==> config.mk <==
export PLATFORM = sky130hd
export DESIGN_NAME = branch_redirect_ctrl_flat
export DESIGN_NICKNAME = d
export VERILOG_FILES = /design/src/rtl/branch_redirect_ctrl_if.sv /design/src/rtl/branch_redirect_ctrl.sv /design/src/flat_wrapper.sv
export SDC_FILE = /design/constraint.sdc
export NUM_CORES = 1
export LEC_CHECK = 0
export BUFFER_PORTS_ARGS = -buffer_cell sky130_fd_sc_hd__buf_4
export CORE_ASPECT_RATIO = 1.2
export CORE_MARGIN = 2
export CORE_UTILIZATION = 44
export DETAILED_ROUTE_END_ITERATION = 6
export PLACE_DENSITY_LB_ADDON = 0.05
export SYNTH_ARGS = -nofsm -noshare
export SYNTH_HDL_FRONTEND = slang
export SYNTH_SLANG_ARGS = --single-unit
export TNS_END_PERCENT = 1
==> constraint.sdc <==
create_clock -name clk -period 2.3 [get_ports clk]
set_input_delay 0.46 -clock clk [delete_from_list [all_inputs] [get_ports clk]]
set_output_delay 0.46 -clock clk [all_outputs]
set_load 0.005 [all_outputs]
==> src/rtl/branch_redirect_ctrl_if.sv <==
// EX-stage branch outcome and fetch redirect bundle for branch_redirect_ctrl.
// The slave modport is the controller side; the master modport drives EX info and fetch_ready.
interface branch_redirect_ctrl_if;
  logic        ex_valid;
  logic        ex_branch;
  logic        ex_jump;
  logic        ex_taken;
  logic        ex_pred_taken;
  logic [31:0] ex_target;
  logic [31:0] ex_pc_plus4;
  logic        fetch_ready;
  logic        redirect_valid;
  logic [31:0] redirect_pc;
  logic        flush_ifid;
  logic        flush_idex;
  logic        stall_ex;
  logic        trap_misaligned;
  logic [31:0] br_count;
  logic [31:0] mispred_count;

  modport master (
    output ex_valid, ex_branch, ex_jump, ex_taken, ex_pred_taken,
           ex_target, ex_pc_plus4, fetch_ready,
    input  redirect_valid, redirect_pc, flush_ifid, flush_idex, stall_ex,
           trap_misaligned, br_count, mispred_count
  );

  modport slave (
    input  ex_valid, ex_branch, ex_jump, ex_taken, ex_pred_taken,
           ex_target, ex_pc_plus4, fetch_ready,
    output redirect_valid, redirect_pc, flush_ifid, flush_idex, stall_ex,
           trap_misaligned, br_count, mispred_count
  );
endinterface

==> src/rtl/branch_redirect_ctrl.sv <==
// EX-stage wrong-path detector: flushes IF/ID and ID/EX and holds a PC redirect until fetch accepts it.
// Optional performance counters are built when BRANCH_PERF_CNT_EN is defined.
module branch_redirect_ctrl (
  input  logic                 clk,
  input  logic                 rst_n,
  branch_redirect_ctrl_if.slave bus
);

  typedef enum logic {IDLE, REDIRECT} state_t;

  state_t      state;
  logic        resolve;
  logic        sel_target;
  logic        misaligned;
  logic [31:0] next_pc;

  always_comb begin
    resolve    = bus.ex_valid &
                 (bus.ex_jump | (bus.ex_branch & (bus.ex_taken != bus.ex_pred_taken)));
    sel_target = bus.ex_jump | (bus.ex_branch & bus.ex_taken);
    next_pc    = sel_target ? bus.ex_target : bus.ex_pc_plus4;
    // Only a taken target can be misaligned; PC+4 of a fetched instruction never is.
    misaligned = sel_target & (bus.ex_target[1:0] != 2'b00);
  end

  // NOTE: state and outputs use non-blocking assignments so every register samples pre-edge values.
  always_ff @(posedge clk or negedge rst_n) begin
    if (!rst_n) begin
      state               <= IDLE;
      bus.redirect_valid  <= 1'b0;
      bus.redirect_pc     <= 32'h0;
      bus.flush_ifid      <= 1'b0;
      bus.flush_idex      <= 1'b0;
      bus.stall_ex        <= 1'b0;
      bus.trap_misaligned <= 1'b0;
    end else begin
      bus.trap_misaligned <= 1'b0;
      case (state)
        IDLE: begin
          bus.redirect_valid <= 1'b0;
          bus.flush_ifid     <= 1'b0;
          bus.flush_idex     <= 1'b0;
          bus.stall_ex       <= 1'b0;
          if (resolve) begin
            if (misaligned) begin
              // Trap path: squash the wrong-path instructions but send no redirect.
              bus.trap_misaligned <= 1'b1;
              bus.flush_ifid      <= 1'b1;
              bus.flush_idex      <= 1'b1;
            end else begin
              state              <= REDIRECT;
              bus.redirect_valid <= 1'b1;
              bus.redirect_pc    <= next_pc;
              bus.flush_ifid     <= 1'b1;
              bus.flush_idex     <= 1'b1;
              bus.stall_ex       <= 1'b1;
            end
          end
        end
        REDIRECT: begin
          // EX inputs belong to wrong-path instructions here and are ignored.
          if (bus.fetch_ready) begin
            state              <= IDLE;
            bus.redirect_valid <= 1'b0;
            bus.flush_ifid     <= 1'b0;
            bus.flush_idex     <= 1'b0;
            bus.stall_ex       <= 1'b0;
          end
        end
        default: state <= IDLE;
      endcase
    end
  end

`ifdef BRANCH_PERF_CNT_EN
  // NOTE: counters are plain registers, not memories, so they take the async reset like any state.
  always_ff @(posedge clk or negedge rst_n) begin
    if (!rst_n) begin
      bus.br_count      <= 32'h0;
      bus.mispred_count <= 32'h0;
    end else if (state == IDLE) begin
      if (bus.ex_valid & bus.ex_branch)
        bus.br_count <= bus.br_count + 32'd1;
      if (resolve & ~misaligned)
        bus.mispred_count <= bus.mispred_count + 32'd1;
    end
  end
`else
  assign bus.br_count      = 32'h0;
  assign bus.mispred_count = 32'h0;
`endif

endmodule

==> src/flat_wrapper.sv <==
// flat-port wrapper written by rule: the top's interface ports become plain ports
module branch_redirect_ctrl_flat 
  (clk, rst_n, bus_ex_valid, bus_ex_branch, bus_ex_jump, bus_ex_taken, bus_ex_pred_taken, bus_ex_target, bus_ex_pc_plus4, bus_fetch_ready, bus_redirect_valid, bus_redirect_pc, bus_flush_ifid, bus_flush_idex, bus_stall_ex, bus_trap_misaligned, bus_br_count, bus_mispred_count);
  branch_redirect_ctrl_if bus_i ();
  input  logic clk;
  input  logic rst_n;
  input wire logic [$bits(bus_i.ex_valid)-1:0] bus_ex_valid;
  input wire logic [$bits(bus_i.ex_branch)-1:0] bus_ex_branch;
  input wire logic [$bits(bus_i.ex_jump)-1:0] bus_ex_jump;
  input wire logic [$bits(bus_i.ex_taken)-1:0] bus_ex_taken;
  input wire logic [$bits(bus_i.ex_pred_taken)-1:0] bus_ex_pred_taken;
  input wire logic [$bits(bus_i.ex_target)-1:0] bus_ex_target;
  input wire logic [$bits(bus_i.ex_pc_plus4)-1:0] bus_ex_pc_plus4;
  input wire logic [$bits(bus_i.fetch_ready)-1:0] bus_fetch_ready;
  output wire logic [$bits(bus_i.redirect_valid)-1:0] bus_redirect_valid;
  output wire logic [$bits(bus_i.redirect_pc)-1:0] bus_redirect_pc;
  output wire logic [$bits(bus_i.flush_ifid)-1:0] bus_flush_ifid;
  output wire logic [$bits(bus_i.flush_idex)-1:0] bus_flush_idex;
  output wire logic [$bits(bus_i.stall_ex)-1:0] bus_stall_ex;
  output wire logic [$bits(bus_i.trap_misaligned)-1:0] bus_trap_misaligned;
  output wire logic [$bits(bus_i.br_count)-1:0] bus_br_count;
  output wire logic [$bits(bus_i.mispred_count)-1:0] bus_mispred_count;
  assign bus_i.ex_valid = bus_ex_valid;
  assign bus_i.ex_branch = bus_ex_branch;
  assign bus_i.ex_jump = bus_ex_jump;
  assign bus_i.ex_taken = bus_ex_taken;
  assign bus_i.ex_pred_taken = bus_ex_pred_taken;
  assign bus_i.ex_target = bus_ex_target;
  assign bus_i.ex_pc_plus4 = bus_ex_pc_plus4;
  assign bus_i.fetch_ready = bus_fetch_ready;
  assign bus_redirect_valid = bus_i.redirect_valid;
  assign bus_redirect_pc = bus_i.redirect_pc;
  assign bus_flush_ifid = bus_i.flush_ifid;
  assign bus_flush_idex = bus_i.flush_idex;
  assign bus_stall_ex = bus_i.stall_ex;
  assign bus_trap_misaligned = bus_i.trap_misaligned;
  assign bus_br_count = bus_i.br_count;
  assign bus_mispred_count = bus_i.mispred_count;
  branch_redirect_ctrl u_core (.clk(clk), .rst_n(rst_n), .bus(bus_i));
endmodule
==> results.ini <==
[critical_path]
worst_setup_endpoint = u_core.bus.redirect_pc[7]
max_stage_delay_ns = 0.39
worstSetupEndpointType = flop
worst_setup_path_start_kind = flop
arrival_ns = 1.95
rr_endpoint = u_core.bus.redirect_pc[7]
crit_required_ns = 2.47
critical_path_peak_fanout = 14
r2r-start = u_core.state
cp_cell_sequence = nand3b_1 > o21ai_2 > and2_4 > buf_12 > mux2_4
worst_r2r_path_depth = 5
ff2ff_setup_slack_ns = 0.52
timing.setup.critical_path_class = reg -> reg
critPathSlowestCell = dfrtp_1
startpoint = u_core.state

[timing]
layout_min_cycle_time_ns = 1.780
final.setup_skew_ns = 0.001180
grt_setup_unrepaired = no
layout_worst_path_cycle_share = 0.7738
finalSetupTns_ns = 0
max_freq_mhz = 561.9
final_hold_viol_count = 0
timing_max_transition_violations_final = 0
finalSetupViolations = 0
timing.final.ws_setup_ns = 0.5204

[yosys]
netlist_area_mm2 = 0.002394
cell_count_after_synthesis = 186
synth_seq_cells = 36
seq_area_frac_synth = 0.3764
netlist-cell-type-count = 20
synth_top_cell_area_share = 0.3764
synthesis.area_per_instance_um2 = 12.87
netlist.top_cell.by_area = dfrtp_1
synth.yosys.warnings = 0
post_synth_main_area_contributors = dfrtp_1 (38%), buf_4 (21%), mux2_4 (18%), mux2_2 (14%), buf_12 (3.3%)

[power_and_ir_drop]
power.leakage_nw = 1.611
worst_ir_drop_vdd_mv = 0.4452
cellPowerDensity_mw_per_mm2 = 748.1

[grt]
grt_first_pass_wirelength_um = 6865
final_global_route_overflow_total = 0
pin_count_of_the_biggest_net_entering_global_routing = 37
grt_antenna_before_repair = 0
first_global_vias = 1483
grt_usage = 0.1463

[finish]
layout-drive-gt1-share = 0.6149
area_growth_pct = 28.33
number_of_antenna_cells_inserted = 0
multi_input_area_mm2 = 0.001147
fillCellCount = 459
final_core_utilization = 0.5838
finish.net_count = 367
design_area_mm2 = 0.003072
reg_area_um2 = 900.9
post_layout_nonfiller_instances = 358

[clock_network]
max-clock-path-buffers = 2
tritoncts.num_buffers = 5
clock_latency_ns = 0.28
cts_setup_buffers = 0
cts_root_buf = clkbuf_8
clk_pin_slew_worst_paths_ns = 0.07
htreeDepth = 2
cts_resized = 0
clock_sinks = 36
cts_hold_repair.buffers = 0
cts_tree = done

[routing]
ant_nets = 0
finalWirelength_um = 4479
vias_per_cell = 4.296
routed_wire_length_per_instance_um = 12.51
drc = 0
via_count = 1538
dr.first_iter.drc_count = 38
number_of_detailed_route_iterations_in_the_first_pass = 3

[placement]
place_inst = 350
globalplace.congestion = 0.6514
io_buffers = 108
placement.cell_area_mm2 = 0.002979
place.detailed.hpwl_um = 3515
post-place-ws_ns = 0.3121

[floorplan]
core_area_mm2 = 0.005261
die_y_um = 84.80
start_util = 0.4549
die-width_um = 71.33
die_area_mm2 = 0.006048
row_count = 29
design.portCount = 173

[run_status]
outcome = completed

[hold_path]
hold_class = in -> async

[job]
cap_viol_max_count = 0

[flip-flops by register name, summed over array words and instances, names as in the netlist]
signal                      count
u_core.bus.redirect_pc         32
u_core.bus.flush_ifid           1
u_core.bus.stall_ex             1
u_core.state                    1
u_core.bus.trap_misaligned      1
[power breakdown]
group,total (mW),switching (mW),internal (mW)
sequential,0.949,0.116,0.832
combinational,0.889,0.271,0.617
clock,0.460,0.221,0.239
total,2.30,0.609,1.69
[worst min path at each step]
stage | to | depth (start not counted) | slack, ns
after floorplan | u_core.bus.flush_ifid | 0 | 0.16
after global placement | u_core.bus.redirect_pc[2] | 1 | 0.44
after detailed placement | u_core.bus.redirect_pc[2] | 1 | 0.45
after CTS | u_core.bus.redirect_pc[2] | 1 | 0.14
after global routing | u_core.bus.redirect_pc[2] | 1 | 0.15
final | u_core.bus.redirect_pc[2] | 1 | 0.11
[layout by cell type (no fill, tap or decap), types with 2 or more instances in the layout]
master,count
a32o_1,2
conb_1,64
clkbuf_8,6
dfrtp_1,36
buf_4,111
nand2_1,3
nand3b_1,2
mux2_4,29
nor2b_1,2
clkinv_2,2
mux2_2,30
[per-stage QoR]
| step | hold WS, ns | total power, mW |
|---|---|---|
| after floorplan | 0.1644 | 1.469 |
| final | 0.1121 | 2.298 |
| after global placement | 0.4423 | 1.853 |
| after detailed placement | 0.4473 | 1.858 |
| after CTS | 0.1385 | 2.334 |
| after global routing | 0.1459 | 2.444 |
[cell families (layout without fill, tap and decap cells)]
| logic type | count (synthesis) | after routing | synth area share |
|---|---|---|---|
| buf+inv | 73 | 120 | 0.2462 |
| simple gates | 9 | 9 | 0.02248 |
| mux | 60 | 60 | 0.3278 |
| other cells | 1 | 64 | 0.001567 |
| flops | 36 | 36 | 0.3764 |
| compound gates | 6 | 6 | 0.02196 |
| xor+xnor | 1 | 1 | 0.003660 |
[layer usage]
layer,wire [µm],vias up,track usage
met2,2190,94,0.2382
met4,46,0,0.03602
li1,-,714,-
met3,496,6,0.05882
met5,0,-,0
met1,1746,724,0.1807
[cell type report]
class / count / share of cell area
clock buffers: 6 / 0.02688
multi-input cells: 140 / 0.3735
flip-flops and latches: 36 / 0.2933
clock inverters: 2 / 0.003259
repair buffers: 112 / 0.2778
well taps: 62 / 0.02525
[worst max-delay path: cells and delay by family (launching register included)]
family                 cells  cell delay, ns
flip-flops                 1            0.39
AO/OA/AOI/OAI              1            0.22
multiplexers               1            0.31
AND/OR/NAND/NOR            2            0.52
buffers and inverters      1            0.21
[synthesized netlist by cell type, drive strengths merged]
library cell and number:
buf 72, dfrtp 36, and2 1, xnor2 1, or2 1, o21ai 1
mux2 60, conb 1, nor2b 2, o21bai 1, a32o 2, a21o 1
nand3b 2, a21oi 1, nand2 3, clkbuf 1
Note: power is estimated with default switching activity, not from simulation.
